===== config.mk =====
export PLATFORM = sky130hd
export DESIGN_NAME = pc_unit
export DESIGN_NICKNAME = d
export VERILOG_FILES = /design/src/rtl/pc_unit.sv
export SDC_FILE = /design/constraint.sdc
export NUM_CORES = 1
export LEC_CHECK = 0
export CORE_MARGIN = 8
export CORE_UTILIZATION = 49
export DETAILED_ROUTE_END_ITERATION = 10
export GPL_ROUTABILITY_DRIVEN = 0
export PLACE_DENSITY = 0.89
export SYNTH_ARGS = -nofsm -noshare
export SYNTH_HDL_FRONTEND = slang
export SYNTH_SLANG_ARGS = --single-unit

===== constraint.sdc =====
create_clock -name clock -period 4.2 [get_ports clock]
set_input_delay 0.63 -clock clock [delete_from_list [all_inputs] [get_ports clock]]
set_output_delay 0.63 -clock clock [all_outputs]
set_load 0.05 [all_outputs]

===== src/rtl/pc_unit.sv =====
// pc_unit -- IF-stage program counter for the MIPS core.
//   Holds the fetch address, advances it by INC each unstalled cycle, takes
//   branch/jump redirects, and buffers one redirect that arrives while the
//   stage is stalled so it can be applied when the stall releases.
//
// Ports
//   clock            rising-edge clock
//   reset            asynchronous, active-high reset
//   stall            hold pc this cycle (hazard unit)
//   branch_taken     branch resolved taken this cycle
//   branch_target    branch destination
//   jump             jump decoded this cycle
//   jump_target      jump destination
//   pc               current fetch address (registered)
//   pc_seq           pc + INC, combinational, wraps mod 2^WIDTH
//   redirect_pending buffered redirect waiting for stall release (registered)
//   misalign         registered alignment flag for the loaded pc
//   fetch_count      count of cycles in which pc updated, saturating
module pc_unit #(
  parameter int unsigned      WIDTH        = 32,
  parameter logic [WIDTH-1:0] RESET_VECTOR = '0,
  parameter int unsigned      INC          = 4,
  parameter int unsigned      ALIGN_BITS   = 2,
  parameter int unsigned      CNT_W        = 32
) (
  input  logic             clock,
  input  logic             reset,
  input  logic             stall,
  input  logic             branch_taken,
  input  logic [WIDTH-1:0] branch_target,
  input  logic             jump,
  input  logic [WIDTH-1:0] jump_target,
  output logic [WIDTH-1:0] pc,
  output logic [WIDTH-1:0] pc_seq,
  output logic             redirect_pending,
  output logic             misalign,
  output logic [CNT_W-1:0] fetch_count
);

  localparam logic [WIDTH-1:0] INC_W = WIDTH'(INC);
  // Mask collapses to zero when ALIGN_BITS is 0, which disables the flag.
  localparam logic [WIDTH-1:0] ALIGN_MASK = WIDTH'((64'd1 << ALIGN_BITS) - 64'd1);

  typedef enum logic {
    RUN,
    PEND
  } state_t;

  state_t           state;
  state_t           state_next;
  logic [WIDTH-1:0] pend_target;
  logic [WIDTH-1:0] pend_target_next;
  logic [WIDTH-1:0] pc_next;
  logic             req;
  logic [WIDTH-1:0] tgt;

  // Branch is the older instruction, so it wins over a simultaneous jump.
  always_comb begin
    req = branch_taken | jump;
    tgt = branch_taken ? branch_target : jump_target;
  end

  // State register (with pc, buffer and alignment flag)
  always_ff @(posedge clock or posedge reset) begin
    if (reset) begin
      state       <= RUN;
      pend_target <= '0;
      pc          <= RESET_VECTOR;
      misalign    <= |(RESET_VECTOR & ALIGN_MASK);
    end else begin
      state       <= state_next;
      pend_target <= pend_target_next;
      pc          <= pc_next;
      misalign    <= |(pc_next & ALIGN_MASK);
    end
  end

  // Next-state logic. While stalled a new request overwrites any buffered
  // one; once unstalled the machine always returns to RUN, because either the
  // buffer is consumed or a live request supersedes it.
  always_comb begin
    state_next       = state;
    pend_target_next = pend_target;
    if (stall) begin
      if (req) begin
        state_next       = PEND;
        pend_target_next = tgt;
      end
    end else begin
      state_next = RUN;
    end
  end

  always_comb begin
    pc_next = pc;
    if (!stall) begin
      if (req) begin
        pc_next = tgt;
      end else if (state == PEND) begin
        pc_next = pend_target;
      end else begin
        pc_next = pc + INC_W;
      end
    end
  end

  // Output logic
  always_comb begin
    redirect_pending = (state == PEND);
    pc_seq           = pc + INC_W;
  end

  always_ff @(posedge clock or posedge reset) begin
    if (reset) begin
      fetch_count <= '0;
    end else if (!stall && (fetch_count != '1)) begin
      fetch_count <= fetch_count + CNT_W'(1);
    end
  end

endmodule

# Word-level counts from Yosys, hierarchy flattened
# Cells that the tools add are included.
[op_classes]
add_sub_neg = 2
n_mul = 0
div_mod_pow = 0
magnitude_cmp = 0
eq_ne = 2
shifts = 0
muxes = 6
bitwise_logic = 1
reduce_logical = 4
[op_table]
columns = ["operator", "count"]
rows = [
  ["2-to-1 mux 32 bit", 3],
  ["adder 32 x 1 -> 32 bit, second input constant", 1],
  ["adder 32 x 3 -> 32 bit, second input constant", 1],
  ["!= test 32 bit, second input constant", 1],
  ["2-to-1 mux 1 bit", 2],
  ["2-to-1 mux 2 bit", 1],
  ["!= test 2 x 1 -> 1 bit, second input constant", 1],
  ["AND reduction 2 bit", 1],
  ["OR reduction 2 bit", 1],
  ["logical AND 1 bit", 1],
  ["logical NOT 1 bit", 1],
  ["OR 1 bit", 1],
]
[word_totals]
register_bits = 98
latch_bits = 0
mem_bits_rw = 0
romBits = 0
out_inout_bits = 98
word_cells = 21
memories = 0

# Logic depth before layout (Yosys ltp)
[depth]
word_depth = 5
depth_mapped = 8

# Least setup slack after synthesis
# OpenSTA, ideal clock, no wires.
[synth_timing]
kind = "register to output"
start = "reg pc[9]"
end = "out pc_seq[27]"
arrival_time_ns = 2.659
required_ns = 3.570
slack_ns = 0.911
path_stages_with_launch = 7
path_buffers = 2
path_cell_list = "dfrtp_1 > buf_2 > nand4_2 > nor4_4 > buf_6 > nand4_1 > xnor2_1"
[synth_between]
elab_chain_cells = 1
[synth_rtl]
columns = ["element", "line", "source"]
rows = [
  ["start: declaration", "33", "output logic [WIDTH-1:0] pc,"],
  ["start signal: assignment", "73", "pc <= pc_next;"],
  ["adder 32 x 3 -> 32 bit", "110", "pc_seq = pc + INC_W;"],
  ["end: declaration", "34", "output logic [WIDTH-1:0] pc_seq,"],
]
# Every way passes these cells.

# Worst setup path after layout
[layout_timing]
start = "reg pc[9]"
end = "out pc_seq[17]"
# Same word-level chain as after synthesis.

==> impl_metrics.yaml <==
clocking:
  h-tree-depth: 3
  clockBufferDepth: 2
  post_cts_resized: 0
  post_cts_buffers: 0
  cts_tree: "yes"
  insertion_delay_ns: 0.34
  clock_sinks: 98
  cts_made_buffers: 9
  hold_buffers: 0
  cts-root-buf: "clkbuf_16"
  clkTransAtPathRegs_ns: 0.07
power:
  p_total_mw: 3.25
  p_leak_nw: 3.20
  peakVddDrop_mv: 0.436
  powerDensity_nw_per_um2: 414
min_path:
  hp-class: "reg2reg"
synthesis:
  ys_seq_area_share_pct: 41.8
  yosysUniqueCellTypes: 60
  ys_top_cells_by_area: "dfrtp_1 42%, xnor2_1 6.3%, mux2i_1 5.5%"
  synth_top_area_share_pct: 41.8
  synth_edf_count: 0
  synth_ff_type: "dfrtp_1"
  synth_area_um2: 5860
  synthArstFlopShare_pct: 100
  yosysTopAreaCell: "dfrtp_1"
  synth_common_cells: "98 x dfrtp_1, 72 x nand2_1, 50 x o21ai_0"
  yosys_warnings: 0
  synth_area_per_cell_um2: 9.17
  synth.most_common_cell: "dfrtp_1"
  synth_nets: 710
  synthCells: 639
  synth-seq-cells: 98
worst_setup_path:
  worstSetupEndpointType: "output port"
  worstPathRequired_ns: 3.57
  critPathMaxFanout: 12
  critPathArrivalTime_ns: 3.16
  crit_path_start_kind: "flip-flop"
  critPathKind: "reg2out"
timing:
  worst_slack_ns: 0.409
  rsz0062_at_grt: "no"
  fin_hold_ws_ns: 0.474
  finalClockSkew_ns: 0.00479
  period_share_pct: 90.3
  achievable-frequency_mhz: 264
  tightest_slew_ns: 1.17
  finalMaxSlewViolations: 0
  period_needed_ns: 3.79
  maxSlewHeadroom_pct: 21.3
  setup_viol: 0
  final.setup.tns_ns: 0
  final-hold-violation-count: 0
global_routing:
  first_global_vias: 5714
  antenna_found_initial: 2
  grt_max_degree: 67
  grt_usage_pct: 24.0
  grt_pass1_wl_um: 30500
  grt_overflow: 0
placement:
  hpwl_um: 13800
  dp.cells: 917
  pre_cts_slack_ns: 0.811
  io_buffer_count: 166
  dpl_cell_area_um2: 7570
route:
  wirelength_um: 18900
  drt-wirelength-per-cell_um: 20.3
  dr.pass1.iters: 5
  drcViolationCount: 0
  first_iter_violations: 740
  vias: 5751
  antenna_left: 0
  routed_via_density: 6.16
run:
  max_cap_violations: 0
floorplan:
  row_count: 40
  ios: 167
  fp.dieW_um: 125
  dieHeight_um: 125
  start_util_pct: 49.4
  fp.dieArea_um2: 15700
  coreArea_um2: 11900
final_layout:
  layout-drive-gt1-share_pct: 5.22
  nets: 852
  finish.instance_area_um2: 7870
  fin_util_pct: 66.3
  layout.cells.non_filler: 934
  area_growth_pct: 34.2
run_status:
  status: "finished clean"
metal layers:
metal | track usage (%) | vias to the layer above | wire length, um
met5 | 0 | - | 11
met4 | 9.17 | 2 | 487
met3 | 8.50 | 45 | 2180
met2 | 38.8 | 326 | 8940
met1 | 28.7 | 2743 | 7320
li1 | - | 2635 | -
power breakdown:
group / internal [mW] / total [mW] / switching [mW]
Combinational: 0.432 / 1.19 / 0.758
Clock: 0.495 / 0.850 / 0.355
Sequential: 1.06 / 1.21 / 0.151
placed cells by master, fill, tap and decap left out, drive strengths merged, types with 10 or more instances in the layout:
cell type / n
nand3: 32
nand2: 72
inv: 15
xnor2: 42
xor2: 14
nor2: 24
nand4: 26
nand2b: 10
a31oi: 11
mux2i: 32
a21oi: 26
clkbuf: 14
clkdlybuf4s50: 164
nor3: 14
buf: 10
and3: 10
o21ai: 51
dfrtp: 98
critical path, stage by stage (launching register included):
cell,delay [ns]
dfrtp_1,0.52
nand4_2,0.20
nor4_4,0.69
buf_4,0.25
and3_1,0.19
xor2_1,0.15
clkdlybuf4s50_1,0.82
area by class of cell:
class / count / area [um2]
well taps: 147 / 184
diodes: 1 / 2.50
inverters: 16 / 62.6
flip-flops and latches: 98 / 2450
fillers: 914 / 3990
repair buffers: 174 / 1710
clock buffers: 14 / 264
multi-input cells: 482 / 3160
clock inverters: 2 / 35.0
cell families (layout without fill, tap and decap cells):
kind of cell             after synthesis  count (layout)  synth area share, %
multiplexers                          35              35                 6.04
XOR/XNOR                              56              56                 8.37
flip-flops                            98              98                 41.8
adder cells (fa/ha/maj)                2               2                0.427
buffers and inverters                 59             206                 4.38
AO/OA/AOI/OAI                        162             162                 18.5
other                                  0               1                    0
AND/OR/NAND/NOR                      227             227                 20.5
sequential cells by signal, indices dropped and copies added (netlist names):
signal            cells
pc                   32
redirect_pending      1
pend_target          32
fetch_count          32
misalign              1
path summary, 6_finish.rpt:
kind / start / end / slack [ns] / depth (start not counted)
worst max-delay path: pc[9] / pc_seq[17] / 0.41 / 6
worst min-delay path: pend_target[24] / pend_target[24] / 0.47 / 2
worst max register to register: redirect_pending / pc[8] / 1.16 / 5
worst min register to register: pend_target[24] / pend_target[24] / 0.47 / 2
max in group asynchronous: reset / pend_target[25] / 2.61 / 3
min in group asynchronous: reset / fetch_count[7] / 0.80 / 2
Note: power is estimated with default switching activity, not from simulation.
